$ cat src/rtl/op_fetch.sv
`default_nettype none
// ============================================================================
//  Module   : op_fetch
//  Purpose  : Instruction fetch stage for the GCore op path. Owns the program
//             counter, issues reads to the op memory controller, captures the
//             op returned one cycle later into a 2-entry buffer and presents
//             the buffer head to the decoder over valid/ready. Stalls while
//             the loader writes op memory, redirects on jump, stops on HALT_OP.
//  Ports    : clk, rst          - clock, asynchronous active-high reset
//             start, start_addr - begin fetching (IDLE/HALT only)
//             write             - loader busy; suppresses read issue
//             addr, op          - op memory read address / returned data
//             jump, jump_addr   - decoder redirect (RUN only)
//             op_out, op_pc,
//             op_valid, op_ready- decoder handshake (buffer head)
//             busy, halted      - state is RUN / state is HALT
//  Revision : 1.0 - initial release
// ============================================================================
module op_fetch #(
    parameter int                ADDR_W  = 4,
    parameter int                OP_W    = 8,
    parameter logic [OP_W-1:0]   HALT_OP = 8'hFF
) (
    input  logic              clk,
    input  logic              rst,
    input  logic              start,
    input  logic [ADDR_W-1:0] start_addr,
    input  logic              write,
    output logic [ADDR_W-1:0] addr,
    input  logic [OP_W-1:0]   op,
    input  logic              jump,
    input  logic [ADDR_W-1:0] jump_addr,
    output logic [OP_W-1:0]   op_out,
    output logic [ADDR_W-1:0] op_pc,
    output logic              op_valid,
    input  logic              op_ready,
    output logic              busy,
    output logic              halted
);

    localparam logic [1:0] c_st_idle = 2'd0;
    localparam logic [1:0] c_st_run  = 2'd1;
    localparam logic [1:0] c_st_halt = 2'd2;

    logic [1:0]        r_state;
    logic [ADDR_W-1:0] r_pc;
    logic              r_inflight;
    logic [ADDR_W-1:0] r_if_pc;
    logic [1:0]        r_cnt;
    logic [OP_W-1:0]   r_buf_op [2];
    logic [ADDR_W-1:0] r_buf_pc [2];

    logic       w_run;
    logic       w_pop;
    logic       w_is_halt;
    logic       w_jump;
    logic       w_start;
    logic       w_push;
    logic       w_slot;
    logic [2:0] w_occ;
    logic       w_issue;

    assign w_run     = (r_state == c_st_run);
    assign w_pop     = op_valid && op_ready;
    assign w_jump    = jump && w_run;
    assign w_start   = start && (r_state == c_st_idle || r_state == c_st_halt);
    // Data on 'op' is meaningful only the cycle after an issue.
    assign w_is_halt = r_inflight && (op == HALT_OP);
    assign w_push    = r_inflight && !w_is_halt && !w_jump;

    // Occupancy the buffer would reach if the pending read lands: the read in
    // flight already holds a slot, so a new issue needs strictly under 2.
    assign w_occ   = {1'b0, r_cnt} + {2'b00, r_inflight} - {2'b00, w_pop};
    // No issue on the halt-capture edge so addr stays at the op after the halt.
    assign w_issue = w_run && !write && !w_jump && !w_is_halt && (w_occ < 3'd2);

    // Slot for the pushed entry after any pop has shifted the head out.
    assign w_slot = (r_cnt == 2'd2) ? 1'b1 : (r_cnt[0] & ~w_pop);

    assign addr     = r_pc;
    assign op_out   = r_buf_op[0];
    assign op_pc    = r_buf_pc[0];
    assign op_valid = (r_cnt != 2'd0);
    assign busy     = w_run;
    assign halted   = (r_state == c_st_halt);

    always_ff @(posedge clk or posedge rst) begin
        if (rst) begin
            r_state     <= c_st_idle;
            r_pc        <= '0;
            r_inflight  <= 1'b0;
            r_if_pc     <= '0;
            r_cnt       <= 2'd0;
            r_buf_op[0] <= '0;
            r_buf_op[1] <= '0;
            r_buf_pc[0] <= '0;
            r_buf_pc[1] <= '0;
        end else begin
            // A jump or start always coincides with no issue, so this also
            // discards any read in flight on those cycles and on halt.
            r_inflight <= w_issue;
            if (w_issue) begin
                r_if_pc <= r_pc;
            end

            if (w_start) begin
                r_pc <= start_addr;
            end else if (w_jump) begin
                r_pc <= jump_addr;
            end else if (w_issue) begin
                r_pc <= r_pc + 1'b1;
            end

            case (r_state)
                c_st_idle: if (w_start) r_state <= c_st_run;
                c_st_run:  if (w_is_halt && !w_jump) r_state <= c_st_halt;
                c_st_halt: if (w_start) r_state <= c_st_run;
                default:   r_state <= c_st_idle;
            endcase

            if (w_start || w_jump) begin
                r_cnt <= 2'd0;
            end else begin
                r_cnt <= r_cnt + {1'b0, w_push} - {1'b0, w_pop};
                if (w_pop) begin
                    r_buf_op[0] <= r_buf_op[1];
                    r_buf_pc[0] <= r_buf_pc[1];
                end
                // Ordered after the shift so a push into slot 0 wins.
                if (w_push) begin
                    r_buf_op[w_slot] <= op;
                    r_buf_pc[w_slot] <= r_if_pc;
                end
            end
        end
    end

endmodule
`default_nettype wire

$ cat config.mk
export PLATFORM = sky130hd
export DESIGN_NAME = op_fetch
export DESIGN_NICKNAME = d
export VERILOG_FILES = /design/src/rtl/op_fetch.sv
export SDC_FILE = /design/constraint.sdc
export NUM_CORES = 1
export LEC_CHECK = 0
export CORE_MARGIN = 2
export CORE_UTILIZATION = 30
export CTS_BUF_LIST = sky130_fd_sc_hd__clkbuf_16
export CTS_CLUSTER_SIZE = 12
export DETAILED_ROUTE_END_ITERATION = 10
export DONT_BUFFER_PORTS = 1
export PLACE_DENSITY_LB_ADDON = 0.1
export SYNTH_ARGS = -nofsm -noshare
export SYNTH_HDL_FRONTEND = slang
export SYNTH_SLANG_ARGS = --single-unit
$ cat constraint.sdc
create_clock -name clk -period 7.7 [get_ports clk]
set_input_delay 1.54 -clock clk [delete_from_list [all_inputs] [get_ports clk]]
set_output_delay 1.54 -clock clk [all_outputs]
set_load 0.01 [all_outputs]
# Word level (Yosys, flattened, before mapping)
# Index checks and enable logic that the tools add are counted.
[word_totals]
ff_bits = 37
inputBits = 22
out_inout_bits = 19
word_cells = 70
[op_classes]
n_addsub = 5
order_cmp = 3
eq_ne = 6
mux = 20
bitwise_logic = 4
n_reduce_logical = 23
[op_table]
columns = ["operator", "n"]
rows = [
  ["$mux 8", 4],
  ["$mux 4", 6],
  ["$bwmux 16", 1],
  ["$mux 16", 1],
  ["$logic_and 1x1->1", 12],
  ["$bwmux 8", 1],
  ["$demux 8 s1", 1],
  ["$eq 8x8->1 const B", 1],
  ["$mux 2", 3],
  ["$add 4x1->4 const B", 1],
  ["$demux 4 s1", 1],
  ["$eq 2x2->1 const B", 2],
  ["$ne 2x1->1 const B", 2],
  ["$pmux 2 s2", 1],
  ["$reduce_and 2->1", 2],
  ["$add 2x1->3", 1],
  ["$logic_not 1->1", 3],
  ["$lt 3x2->1 const B", 1],
  ["$reduce_bool 3->1", 1],
  ["$sub 3x1->3", 1],
  ["$add 2x1->2", 1],
  ["$eq 2x1->1 const B", 1],
  ["$ge 2x2->1 const B", 1],
  ["$logic_not 2->1", 1],
  ["other kinds (9)", 11],
]

# Depth between registers and ports, before layout
[depth]
depth_word = 12
ltp_mapped = 10
ltp_nobuf = 9

# Worst setup path after synthesis
# OpenSTA, ideal clock, no wires.
[synth_timing]
path_kind = "input port to flip-flop"
from = "input port op_ready"
to = "register r_if_pc[0]"
setup_time_ns = 0.125
arrival_ns = 3.573
t_required_ns = 7.575
slack_ns = 4.002
stages = 8
n_path_buf = 0
path_cell_list = "o21ai_0 -> nor2_1 -> o21ai_0 -> fa_1 -> xor2_1 -> or4_4 -> nor2_2 -> mux2_2"
[synth_between]
elab_chain_len = 4
[synth_rtl]
columns = ["item", "line_no", "rtl"]
rows = [
  ["start, declared", "36", "input logic op_ready,"],
  ["$logic_and 1x1->1", "64", "assign w_pop = op_valid && op_ready;"],
  ["$sub 3x1->3", "73", "assign w_occ = {1'b0, r_cnt} + {2'b00, r_inflight} - {2'b00, w_pop};"],
  ["$lt 3x2->1", "75", "assign w_issue = w_run && !write && !w_jump && !w_is_halt && (w_occ < 3'd2);"],
  ["$logic_and 1x1->1", "75", ""],
  ["net w_issue", "61", "logic w_issue;"],
  ["end signal, assigned", "103", "r_if_pc <= r_pc;"],
  ["end, declared", "48", "logic [ADDR_W-1:0] r_if_pc;"],
]
# The timed path passes the listed nets, and every way through them passes these cells.
# A chain may end at the register's enable or synchronous reset.

# Worst setup path in the final report
[layout_timing]
from = "input port op_ready"
to = "register r_if_pc[3]"
# The elaborated chain is that of the path after synthesis.

==> reports/summary.txt <==
P per Cell Area = 367.8 nW/µm²
Initial Util = 0.3133
Unrepaired setup endpoints after global routing = no
R2r setup slk = 4.79 ns
Worst Path Max Fanout = 7
DR vias = 1,379
Post-CTS Setup Bufs = 0
Syn Area/Cell = 11.05 µm²
Htree depth = 2
Cell taking the most area after synthesis = dfrtp_1
CTS tree = done
Crit path buf inv count = 0
Clock sink total = 37
Int Power = 0.0005215 W
Number of iterations in the first detailed-routing pass = 4
Final Instance Area = 2140 µm²
CP Data Arrival Time = 3.80 ns
IO Pins = 41
Setup Viol. Count Final = 0
DRT iter0 DRCs = 61
Largest net degree at the start of global routing = 38
Hold buffer count at CTS = 0
DP HPWL = 3368 µm
Synth top area share = 0.4628
Post-route minimum period = 3.641 ns
Required time of the critical path = 7.86 ns
Setup TNS = 0 ns
Worst-case clock buffer depth = 2
DIE AREA = 7338 µm²
Crit-path leading delay family = simple AND/OR/NAND/NOR gates
Share of cells above drive strength 1 = 0.1744
GR Overflow Total = 0
Core Region = 6386 µm²
Sequential element share of the synthesized area = 0.4628
Nets = 197
Commonest non-fill, non-tap cell in the layout = dfrtp_1
Hold path depth = 1
Gr usage total = 0.1413
ANT nets after route = 0
WL per Instance = 19.02 µm
Post-Route WL = 4735 µm
CTS root buf = clkbuf_16
Slowest stage delay, CP = 0.52 ns
Layer with the highest usage = met2
CP max stage cell = or4_4
Synth warn = 0
Crit-path most repeated cell = o21ai_0
Util after Layout = 0.3350
Synth Net Count = 207
Diode count = 0
Number of remaining DRC errors = 0
NetSw = 0.0002654 W
Setup CP Type = in -> reg
Max Clock Skew = 0.007542 ns
Maxcap violations = 0
Worst reg2reg path depth = 8
Fin. Hold Viols = 0
Flops & latches, synth = 37
Fin Hold WS = 0.5049 ns
Slew HR = 0.5215
Worst setup SP type = input port
Critical Path, Cell by Cell = o21ai_0 -> nor2_1 -> o21ai_0 -> fa_1 -> xor2_1 -> or4_4 -> nor2_2 -> mux2_2
Vias in the first global route = 1,409
Sequential share of power = 0.447
GP Congestion = 0.7717
Yosys cell types = 41
Synth Instances = 181
VDD IR-drop max = 0.1689 mV
Clk Latency, worst-skew pair = 0.28 ns
PortBufs = 0
Initial antenna violation count = 0
Worst Hold Class = reg -> reg
Most frequent cells in the layout = 37 x dfrtp_1, 20 x inv_1, 16 x mux2_2
Switching Share = 0.3373
Post_cts resized = 0
Max Transition Viols Final = 0
Fmax = 274.7 MHz
Logic pwr share = 0.261
Die Span Y = 85.67 µm
Die W = 85.67 µm
Leakage = 0.9247 nW
Met2 GRT Util = 0.2145
P&R area growth vs syn = 6.942%
Worst Tran Pin Value = 0.7155 ns
Cts bufs inserted = 5
Final worst-path cycle share = 0.4728
Ranking of synthesized cells by area = dfrtp_1 46%, mux2_2 9.0%, a221o_1 6.5%
First-pass GRT wire length = 7935 µm
Via density = 5.538
Num rows = 29
Run status = finished clean
Clock-pin slew on the worst setup and hold paths = 0.06 ns
Met3 Use GR = 0.04716
Power share of the clock group = 0.292
Post-DP Area = 1977 µm²
Met1 Resource Use GR = 0.1893
Crit path capture type = register
Crit path depth = 8
Syn Std Cell Area = 2001 µm²
==> logic make-up after synthesis <==
family,synth area share
AOI/OAI and AO/OA,0.1689
xor gates and xnor gates,0.01751
adders and majority gates,0.02877
buffers and inverters,0.1051
DFF,0.4628
muxes,0.09005
and+or+nand+nor,0.1270
==> worst register-to-register path: stages, from the launching register on <==
cell     delay, ns
dfrtp_1       0.46
o21ai_0       0.21
nor2_1        0.21
o21ai_0       0.14
fa_1          0.39
xor2_1        0.17
or4_4         0.52
nor2_2        0.31
mux2_2        0.38
==> metrics by stage <==
step                      std cells  setup slack [ns]   power, W
after floorplan                 181             4.002  0.0005441
after global routing            249             3.933  0.0008361
final                           249             4.059  0.0007869
after detailed placement        241             3.777  0.0005639
after global placement          241             3.869  0.0005561
after CTS                       249             4.062  0.0007947
==> cell type report <==
| class | count | area [µm²] |
|---|---|---|
| Clock buffer | 5 | 125.1 |
| Inverter | 20 | 75.07 |
| Multi-Input combinational cell | 105 | 864.6 |
| Fill cell | 650 | 4247 |
| Tap cell | 77 | 96.34 |
| Timing Repair Buffer | 2 | 15.01 |
| Sequential cell | 37 | 925.9 |
| Clock inverter | 3 | 37.54 |
==> layer usage <==
metal  up-vias  part of all wire
met5         -                 0
met3         6             0.070
met1       697              0.44
met4         0             0.015
met2        39              0.48
li1        637                 -
==> final timing paths <==
kind / to / from
worst min-delay path: register / register
worst max register to register: r_if_pc[3] / r_cnt[1]
max in group asynchronous: r_if_pc[3] / rst
worst max-delay path: r_if_pc[3] / op_ready
min in group asynchronous: op_out[4] / rst
worst min register to register: register / register
==> power by group through the flow <==
| stage | logic, W | registers [W] | clock network [W] |
|---|---|---|---|
| 2_1_floorplan | 0.000228 | 0.000316 | 0 |
| 3_3_place_gp | 0.000202 | 0.000354 | 0 |
| 3_5_place_dp | 0.000208 | 0.000356 | 0 |
| 4_1_cts | 0.000209 | 0.000353 | 0.000233 |
| 5_1_grt | 0.000232 | 0.000363 | 0.000241 |
| 6_report | 0.000205 | 0.000352 | 0.000230 |
==> synth_stat cells <==
| cell | instances |
|---|---|
| a211oi_1 | 13 |
| a211oi_4 | 1 |
| a21oi_1 | 1 |
| a221o_1 | 13 |
| a221oi_1 | 1 |
| a22o_1 | 1 |
| a31oi_1 | 3 |
| and3_1 | 3 |
| and3b_1 | 1 |
| and4_1 | 2 |
| buf_2 | 3 |
| buf_4 | 12 |
| buf_6 | 2 |
| clkbuf_1 | 2 |
| dfrtp_1 | 37 |
| fa_1 | 1 |
| ha_1 | 3 |
| inv_1 | 19 |
| inv_2 | 1 |
| mux2_2 | 16 |
| nand2_1 | 6 |
| nand2b_1 | 3 |
| nand3_1 | 3 |
| nand3b_1 | 3 |
| nand4_1 | 2 |
| nand4b_1 | 1 |
| nor2_1 | 3 |
| nor2_2 | 1 |
| nor2b_1 | 3 |
| nor3_1 | 4 |
| nor3_4 | 1 |
| nor4_1 | 3 |
| o2111ai_1 | 1 |
| o211a_1 | 1 |
| o21ai_0 | 3 |
| o22ai_1 | 1 |
| o311ai_0 | 1 |
| or2_2 | 1 |
| or4_4 | 1 |
| xnor2_1 | 1 |
| xor2_1 | 3 |
Note: power is estimated with default switching activity, not from simulation.
